**src/rtl/joy_poll_sched.sv**
```systemverilog
// Round-robin joystick poll scheduler: shares one SPI reader between two
// players, latching each player's x/y sample once per poll period.
module joy_poll_sched #(
   parameter int POLL_DIV = 250000,
   parameter int TIMEOUT  = 4096,
   parameter int CENTER   = 512
) (
   input  logic       clk,
   input  logic       clr,
   input  logic       rst,
   input  logic       en1,
   input  logic       en2,
   output logic       spi_start,
   output logic       spi_sel,
   input  logic       spi_done,
   input  logic [9:0] spi_x,
   input  logic [9:0] spi_y,
   output logic [9:0] joy1_x,
   output logic [9:0] joy1_y,
   output logic [9:0] joy2_x,
   output logic [9:0] joy2_y,
   output logic       tick1,
   output logic       tick2,
   output logic [1:0] to_err,
   output logic       overrun
);

   localparam int PW = (POLL_DIV > 1) ? $clog2(POLL_DIV) : 1;
   localparam int TW = (TIMEOUT > 1) ? $clog2(TIMEOUT) : 1;
   localparam logic [PW-1:0] PLAST = PW'(POLL_DIV - 1);
   localparam logic [TW-1:0] TLAST = TW'(TIMEOUT - 1);
   localparam logic [9:0]    CTR   = 10'(CENTER);

   typedef enum logic [2:0] {S_IDLE, S_START, S_WAIT, S_LATCH, S_NEXT} state_t;

   state_t        state_q, state_d;
   logic [PW-1:0] pcnt_q, pcnt_d;
   logic [TW-1:0] tcnt_q, tcnt_d;
   logic          sel_q, sel_d;
   logic [9:0]    j1x_q, j1x_d, j1y_q, j1y_d, j2x_q, j2x_d, j2y_q, j2y_d;
   logic [1:0]    to_err_q, to_err_d;
   logic          ovr_q, ovr_d;
   logic          poll_tick;

   assign poll_tick = (pcnt_q == PLAST);

   // Next-state and datapath updates; every target defaults to its hold value.
   always_comb begin
      state_d  = state_q;
      pcnt_d   = poll_tick ? '0 : pcnt_q + 1'b1;
      tcnt_d   = '0;
      sel_d    = sel_q;
      j1x_d    = j1x_q;
      j1y_d    = j1y_q;
      j2x_d    = j2x_q;
      j2y_d    = j2y_q;
      to_err_d = to_err_q;
      ovr_d    = ovr_q;
      // A tick that lands while a round is busy is dropped, but remembered.
      if (poll_tick && state_q != S_IDLE) ovr_d = 1'b1;
      case (state_q)
         S_IDLE: begin
            if (poll_tick) begin
               if (en1) begin
                  sel_d   = 1'b0;
                  state_d = S_START;
               end else if (en2) begin
                  sel_d   = 1'b1;
                  state_d = S_START;
               end
            end
         end
         S_START: state_d = S_WAIT;
         S_WAIT: begin
            tcnt_d = tcnt_q + 1'b1;
            // A done landing on the last timeout cycle still counts as good.
            if (spi_done) begin
               if (sel_q) begin
                  j2x_d = spi_x;
                  j2y_d = spi_y;
               end else begin
                  j1x_d = spi_x;
                  j1y_d = spi_y;
               end
               state_d = S_LATCH;
            end else if (tcnt_q == TLAST) begin
               if (sel_q) begin
                  j2x_d = CTR;
                  j2y_d = CTR;
               end else begin
                  j1x_d = CTR;
                  j1y_d = CTR;
               end
               to_err_d[sel_q] = 1'b1;
               state_d = S_NEXT;
            end
         end
         S_LATCH: state_d = S_NEXT;
         S_NEXT: begin
            if (!sel_q && en2) begin
               sel_d   = 1'b1;
               state_d = S_START;
            end else begin
               state_d = S_IDLE;
            end
         end
         default: state_d = S_IDLE;
      endcase
   end

   // State and datapath registers; rst mirrors clr but at the clock edge.
   always_ff @(posedge clk or posedge clr) begin
      if (clr) begin
         state_q  <= S_IDLE;
         pcnt_q   <= '0;
         tcnt_q   <= '0;
         sel_q    <= 1'b0;
         j1x_q    <= CTR;
         j1y_q    <= CTR;
         j2x_q    <= CTR;
         j2y_q    <= CTR;
         to_err_q <= 2'b00;
         ovr_q    <= 1'b0;
      end else if (rst) begin
         state_q  <= S_IDLE;
         pcnt_q   <= '0;
         tcnt_q   <= '0;
         sel_q    <= 1'b0;
         j1x_q    <= CTR;
         j1y_q    <= CTR;
         j2x_q    <= CTR;
         j2y_q    <= CTR;
         to_err_q <= 2'b00;
         ovr_q    <= 1'b0;
      end else begin
         state_q  <= state_d;
         pcnt_q   <= pcnt_d;
         tcnt_q   <= tcnt_d;
         sel_q    <= sel_d;
         j1x_q    <= j1x_d;
         j1y_q    <= j1y_d;
         j2x_q    <= j2x_d;
         j2y_q    <= j2y_d;
         to_err_q <= to_err_d;
         ovr_q    <= ovr_d;
      end
   end

   assign spi_start = (state_q == S_START);
   assign spi_sel   = sel_q;
   assign tick1     = (state_q == S_LATCH) && !sel_q;
   assign tick2     = (state_q == S_LATCH) && sel_q;
   assign joy1_x    = j1x_q;
   assign joy1_y    = j1y_q;
   assign joy2_x    = j2x_q;
   assign joy2_y    = j2y_q;
   assign to_err    = to_err_q;
   assign overrun   = ovr_q;

endmodule

```
**config.mk**
```make
export PLATFORM = sky130hd
export DESIGN_NAME = joy_poll_sched
export DESIGN_NICKNAME = d
export VERILOG_FILES = /design/src/rtl/joy_poll_sched.sv
export SDC_FILE = /design/constraint.sdc
export NUM_CORES = 1
export LEC_CHECK = 0
export ABC_AREA = 0
export CAP_MARGIN = 20
export CORE_ASPECT_RATIO = 0.75
export CORE_MARGIN = 4
export CORE_UTILIZATION = 47
export DETAILED_ROUTE_END_ITERATION = 12
export PLACE_DENSITY_LB_ADDON = 0.15
export SYNTH_ARGS = -nofsm -noshare
export SYNTH_HDL_FRONTEND = slang
export SYNTH_SLANG_ARGS = --single-unit
```
**constraint.sdc**
```tcl
create_clock -name clk -period 2.5 [get_ports clk]
set_input_delay 0.5 -clock clk [delete_from_list [all_inputs] [get_ports clk]]
set_output_delay 0.5 -clock clk [all_outputs]
set_load 0.005 [all_outputs]
```
**Word level (Yosys, flattened, before mapping)**

Index checks and enable logic that the tools add are counted.
Widths: inputs -> output; s select.

- Flip-flop bits (word level): 77
- Bits in latches: 0
- Bits in writable memories: 0
- Bits in read-only memories: 0
- Output and inout port bits: 47
- Word-level logic and storage cells: 92
- Memories: 0

- Add/subtract/negate cells: 2
- $mul: 0
- Div/mod/pow operators: 0
- Order comparisons: 2
- Equal/unequal tests: 12
- Shifts and indexed selects: 0
- Multiplexer cells: 46
- Bitwise operators: 1
- Reduce and logical (&&, ||, !) cells: 19

Operators with widths:

| operator | number |
|---|---|
| $mux 10 | 20 |
| $mux 18 | 2 |
| $mux 12 | 2 |
| $add 18x1->18 const B | 1 |
| $eq 18x18->1 const B | 1 |
| $mux 3 | 6 |
| $pmux 3 s5 | 1 |
| $add 12x1->12 const B | 1 |
| $eq 12x12->1 const B | 1 |
| $reduce_and 3->1 | 4 |
| $mux 1 | 9 |
| $reduce_bool 3->1 | 3 |
| $mux 2 | 4 |
| $ne 4x4->1 const B | 2 |
| $reduce_bool 2->1 | 4 |
| $eq 3x2->1 const B | 2 |
| $ne 3x3->1 const B | 2 |
| $logic_and 1x1->1 | 5 |
| $ne 2x2->1 const B | 2 |
| $reduce_and 4->1 | 1 |
| $eq 3x1->1 const B | 1 |
| $eq 3x3->1 const B | 1 |
| $logic_not 3->1 | 1 |
| $lt 1x2->1 const B | 1 |
| 5 further kinds | 5 |

**Depth between registers and ports, before layout**

- Depth after elaboration: 9
- Gate-level depth with buffers: 6
- Mapped depth without buffers: 5

**Worst setup path after synthesis**

Ideal clock, no wire load.

- Kind: register to register
- From: reg tcnt_q[0]
- To: reg j2x_q[0], in the netlist joy2_x[0]
- Data arrival time: 1.521 ns
- Data required time: 2.422 ns
- Path slack: 0.901 ns
- Cell stages (with the launch flop): 7
- Path buffers: 1
- Period minus slack after synthesis: 1.599 ns
- Cells stage by stage: dfrtp_1 -> ha_1 -> nand4_4 -> nor3_1 -> nor3_2 -> buf_4 -> o2bb2ai_1

- Cells in the longest elaborated chain, start to end: 3

RTL lines:

| element | RTL line | text |
|---|---|---|
| start: declaration | 38 | `logic [TW-1:0] tcnt_q, tcnt_d;` |
| start signal: assignment | 138 | `tcnt_q <= tcnt_d;` |
| $eq 12x12->1 | 86 | `end else if (tcnt_q == TLAST) begin` |
| $reduce_bool 3->1 (no source line) | -- |  |
| $reduce_and 3->1 (no source line) | -- |  |
| end signal: assignment | 142 | `j2x_q <= j2x_d;` |
| end: declaration | 40 | `logic [9:0] j1x_q, j1x_d, j1y_q, j1y_d, j2x_q, j2x_d, j2y_q, j2y_d;` |

Every way passes these cells.
A chain may end at the register's enable or synchronous reset.

**Worst setup path after layout**

- From: reg state_q[2]
- To: out tick1

- Cells in the longest elaborated chain, start to end: 2

RTL lines:

| element | RTL line | text |
|---|---|---|
| start: declaration | 36 | `state_t state_q, state_d;` |
| start signal: assignment | 136 | `state_q <= state_d;` |
| $eq 3x2->1 | 151 | `assign tick1 = (state_q == S_LATCH) && !sel_q;` |
| $logic_and 1x1->1 | 151 |  |
| end: declaration | 22 | `output logic tick1,` |

Every way passes these cells.

==> reports/results.ini <==
[status]
status = completed

[setup_path]
reg2reg_slack_ns = 0.59
cp_slowest_stage_delay_ns = 0.56
reg2reg_depth = 4
path_class = flop to output port
cp-start-kind = flop
reg2reg_to = pcnt_q[4]$_DFF_PP0_
crit_chain = nor4bb_1 -> clkdlybuf4s50_1
critPathSlowestCell = dfrtp_1
cp_num_buf_inv = 1
critPathRequiredTime_ns = 2.00
rr_startpoint = pcnt_q[11]$_DFF_PP0_
critPathCaptureType = output port
cp_max_fo = 16
cp_data_arrival_time_ns = 1.80
crit_family = flip-flops

[hold_path]
hp-class = flop to flop
holdPathStages = 1
min_to = tcnt_q[0]$_DFF_PP0_
min_from = tcnt_q[0]$_DFF_PP0_

[drt]
via_per_inst = 5.49
drt-initial-drc-count = 174
detail_route.wl_per_cell_um = 16.0
drc_errors = 0
drtPass1Iterations = 5
totalWireLength_um = 9200
vias = 3154
ant_nets = 0

[logic_synthesis]
ys_warn_count = 0
syn_inst = 397
yosysSeqAreaShare_pct = 50.8
async_flop_share_pct = 100
synth-edff-count = 0
synth-main-ff-cell = dfrtp_1
ys_types = 51
syn-num-nets = 425
ys_ff_latch = 77
netlist_area_mm2 = 0.00381
postSynthAreaPerCell_um2 = 9.59

[grt]
antenna_found_initial = 0
grt_start_max_net_pins = 39
grt_pass1_vias = 3063
grt_overflow = 0
grt_first_pass_wirelength_um = 15500
gr-usage-all-layers_pct = 20.0

[timing]
drv_slew = 0
fin_ws_ns = 0.203
rsz0062_at_grt = no
fin_crit_sh_pct = 91.9
whs_ns = 0.489
slew_headroom_pct = 54.4
finalHoldViolCount = 0
tns_ns = 0
fmax_mhz = 435
finClkSkew_ns = 0.0116
period_minus_slack_ns = 2.30
finalSetupViolCount = 0
worstMarginPinSlew_ns = 0.684

[finish]
mostFrequentLayoutCells = dfrtp_1 (73), clkdlybuf4s50_1 (71), nor2_1 (57)
area_delta_synth_final_pct = 26.4
finish.utilization_pct = 61.0
stdcell_count = 575
layout_commonest_cell = dfrtp_1
final_net_count = 493
layout-drive-gt1-share_pct = 10.6
antenna_cells = 0
design_area_mm2 = 0.00481

[clock_network]
clock-root-buffer = clkbuf_8
clkSlewWorstSetupHoldPaths_ns = 0.08
cts_buffer_depth = 2
cts-resized-gates = 0
worstSkewPairLatency_ns = 0.34
cts_tree = built
clock_sinks = 77
cts.htree.levels = 3
cts_inserted_buffers = 9
cts_hold_buffers = 0
post-cts-setup-buffer-count = 0

[power_and_ir_drop]
comb_power_share_pct = 6.2
p_clk_share_pct = 39.6
internal-power_mw = 1.76
power.share.sequential_pct = 54.2
ir_drop_v = 0.000233
power_density_mw_per_mm2 = 480
total_power_mw = 2.31
power.switching_uw = 550
power_switching_share_pct = 23.8
leakagePower_nw = 1.90

[placed_design]
routabilityCongestion = 0.786
pre_cts_slack_ns = 0.515
place_area_mm2 = 0.00462
place_hpwl_um = 6380
dp.cells = 559
port_buffers = 72

[job]
maxCapViolCount = 0

[floorplan]
core-area_mm2 = 0.00788
fp.dieW_um = 112
rows = 28
die_area_mm2 = 0.00962
die_h_um = 85.9
initial_core_util_pct = 48.3
io_pins = 73

## per-layer routing
| layer | part of all wire (%) | track usage [%] |
|---|---|---|
| met2 | 44 | 28.7 |
| met1 | 48 | 28.6 |
| met4 | 1.4 | 6.96 |
| met3 | 7.2 | 6.28 |
| met5 | 0 | 0 |
## state kept, by name, indices dropped and copies added (netlist names)
signal,flops
joy2_y,10
tcnt_q,12
pcnt_q,18
overrun,1
joy1_x,10
joy1_y,10
joy2_x,10
to_err,2
spi_sel,1
state_q,3
## power by group through the flow
stage	Combinational [mW]	Clock, mW	Sequential [mW]
finish	0.144	0.914	1.25
global route	0.160	0.997	1.25
CTS	0.147	0.931	1.25
detailed placement	0.146	0	1.28
global placement	0.147	0	1.28
floorplan	0.0711	0	1.28
## worst max-delay path by stage
| stage | start | endpoint | slack, ns | cells past startpoint |
|---|---|---|---|---|
| 6_report | state_q[2]$_DFFE_PP0P_ | tick1 | 0.20 | 2 |
| 2_1_floorplan | clr | joy1_x[0]$_DFFE_PP0P_ | 0.04 | 1 |
| 5_1_grt | state_q[2]$_DFFE_PP0P_ | tick1 | 0.07 | 2 |
| 4_1_cts | state_q[2]$_DFFE_PP0P_ | tick1 | 0.18 | 2 |
| 3_5_place_dp | spi_done | state_q[2]$_DFFE_PP0P_ | 0.51 | 4 |
| 3_3_place_gp | spi_done | joy2_x[3]$_DFFE_PP0P_ | 0.56 | 6 |
## worst reg2reg max path, delay by kind of cell (launching register included)
family	cells	cell delay (ns)
flops	1	0.44
simple gates	3	0.72
compound gates	1	0.60
## cell type report
class,instances,area [µm²]
fillers,670,3070
flip-flops and latches,77,1930
multi-input cells,288,1730
repair buffers,82,803
well taps,105,131
clock buffers,9,124
clock inverters,7,66.3
inverters,7,26.3
## logic make-up after synthesis
kind of cell               after synthesis  synth area share [%]
buffers and inverters                   32                  3.94
adders and majority gates                2                 0.657
and+or+nand+nor                        169                  23.4
DFF                                     77                  50.8
AOI/OAI and AO/OA                       94                  16.0
xor gates and xnor gates                23                  5.29
## cell usage after synthesis (2+ instances only)
master / instances / area, µm²
buf_4: 4 / 30.0
nand2_1: 28 / 105
a21oi_1: 42 / 210
o221a_2: 4 / 45.0
nand2b_1: 3 / 18.8
o21ai_2: 2 / 17.5
xnor2_1: 19 / 166
nor2_1: 57 / 214
nor4_1: 9 / 56.3
ha_1: 2 / 25.0
buf_2: 4 / 20.0
clkbuf_2: 2 / 10.0
buf_1: 2 / 7.51
nor3b_1: 2 / 15.0
clkbuf_1: 12 / 45.0
or3_1: 10 / 62.6
inv_1: 7 / 26.3
dfstp_2: 4 / 105
nand3_1: 26 / 130
nand4_1: 5 / 31.3
o2bb2ai_1: 18 / 158
o21ai_1: 9 / 45.0
nor3_1: 11 / 55.1
and3_1: 3 / 18.8
o21ai_0: 11 / 55.1
xor2_1: 4 / 35.0
dfrtp_1: 73 / 1830
No activity file was read; power rests on OpenSTA's default activity.
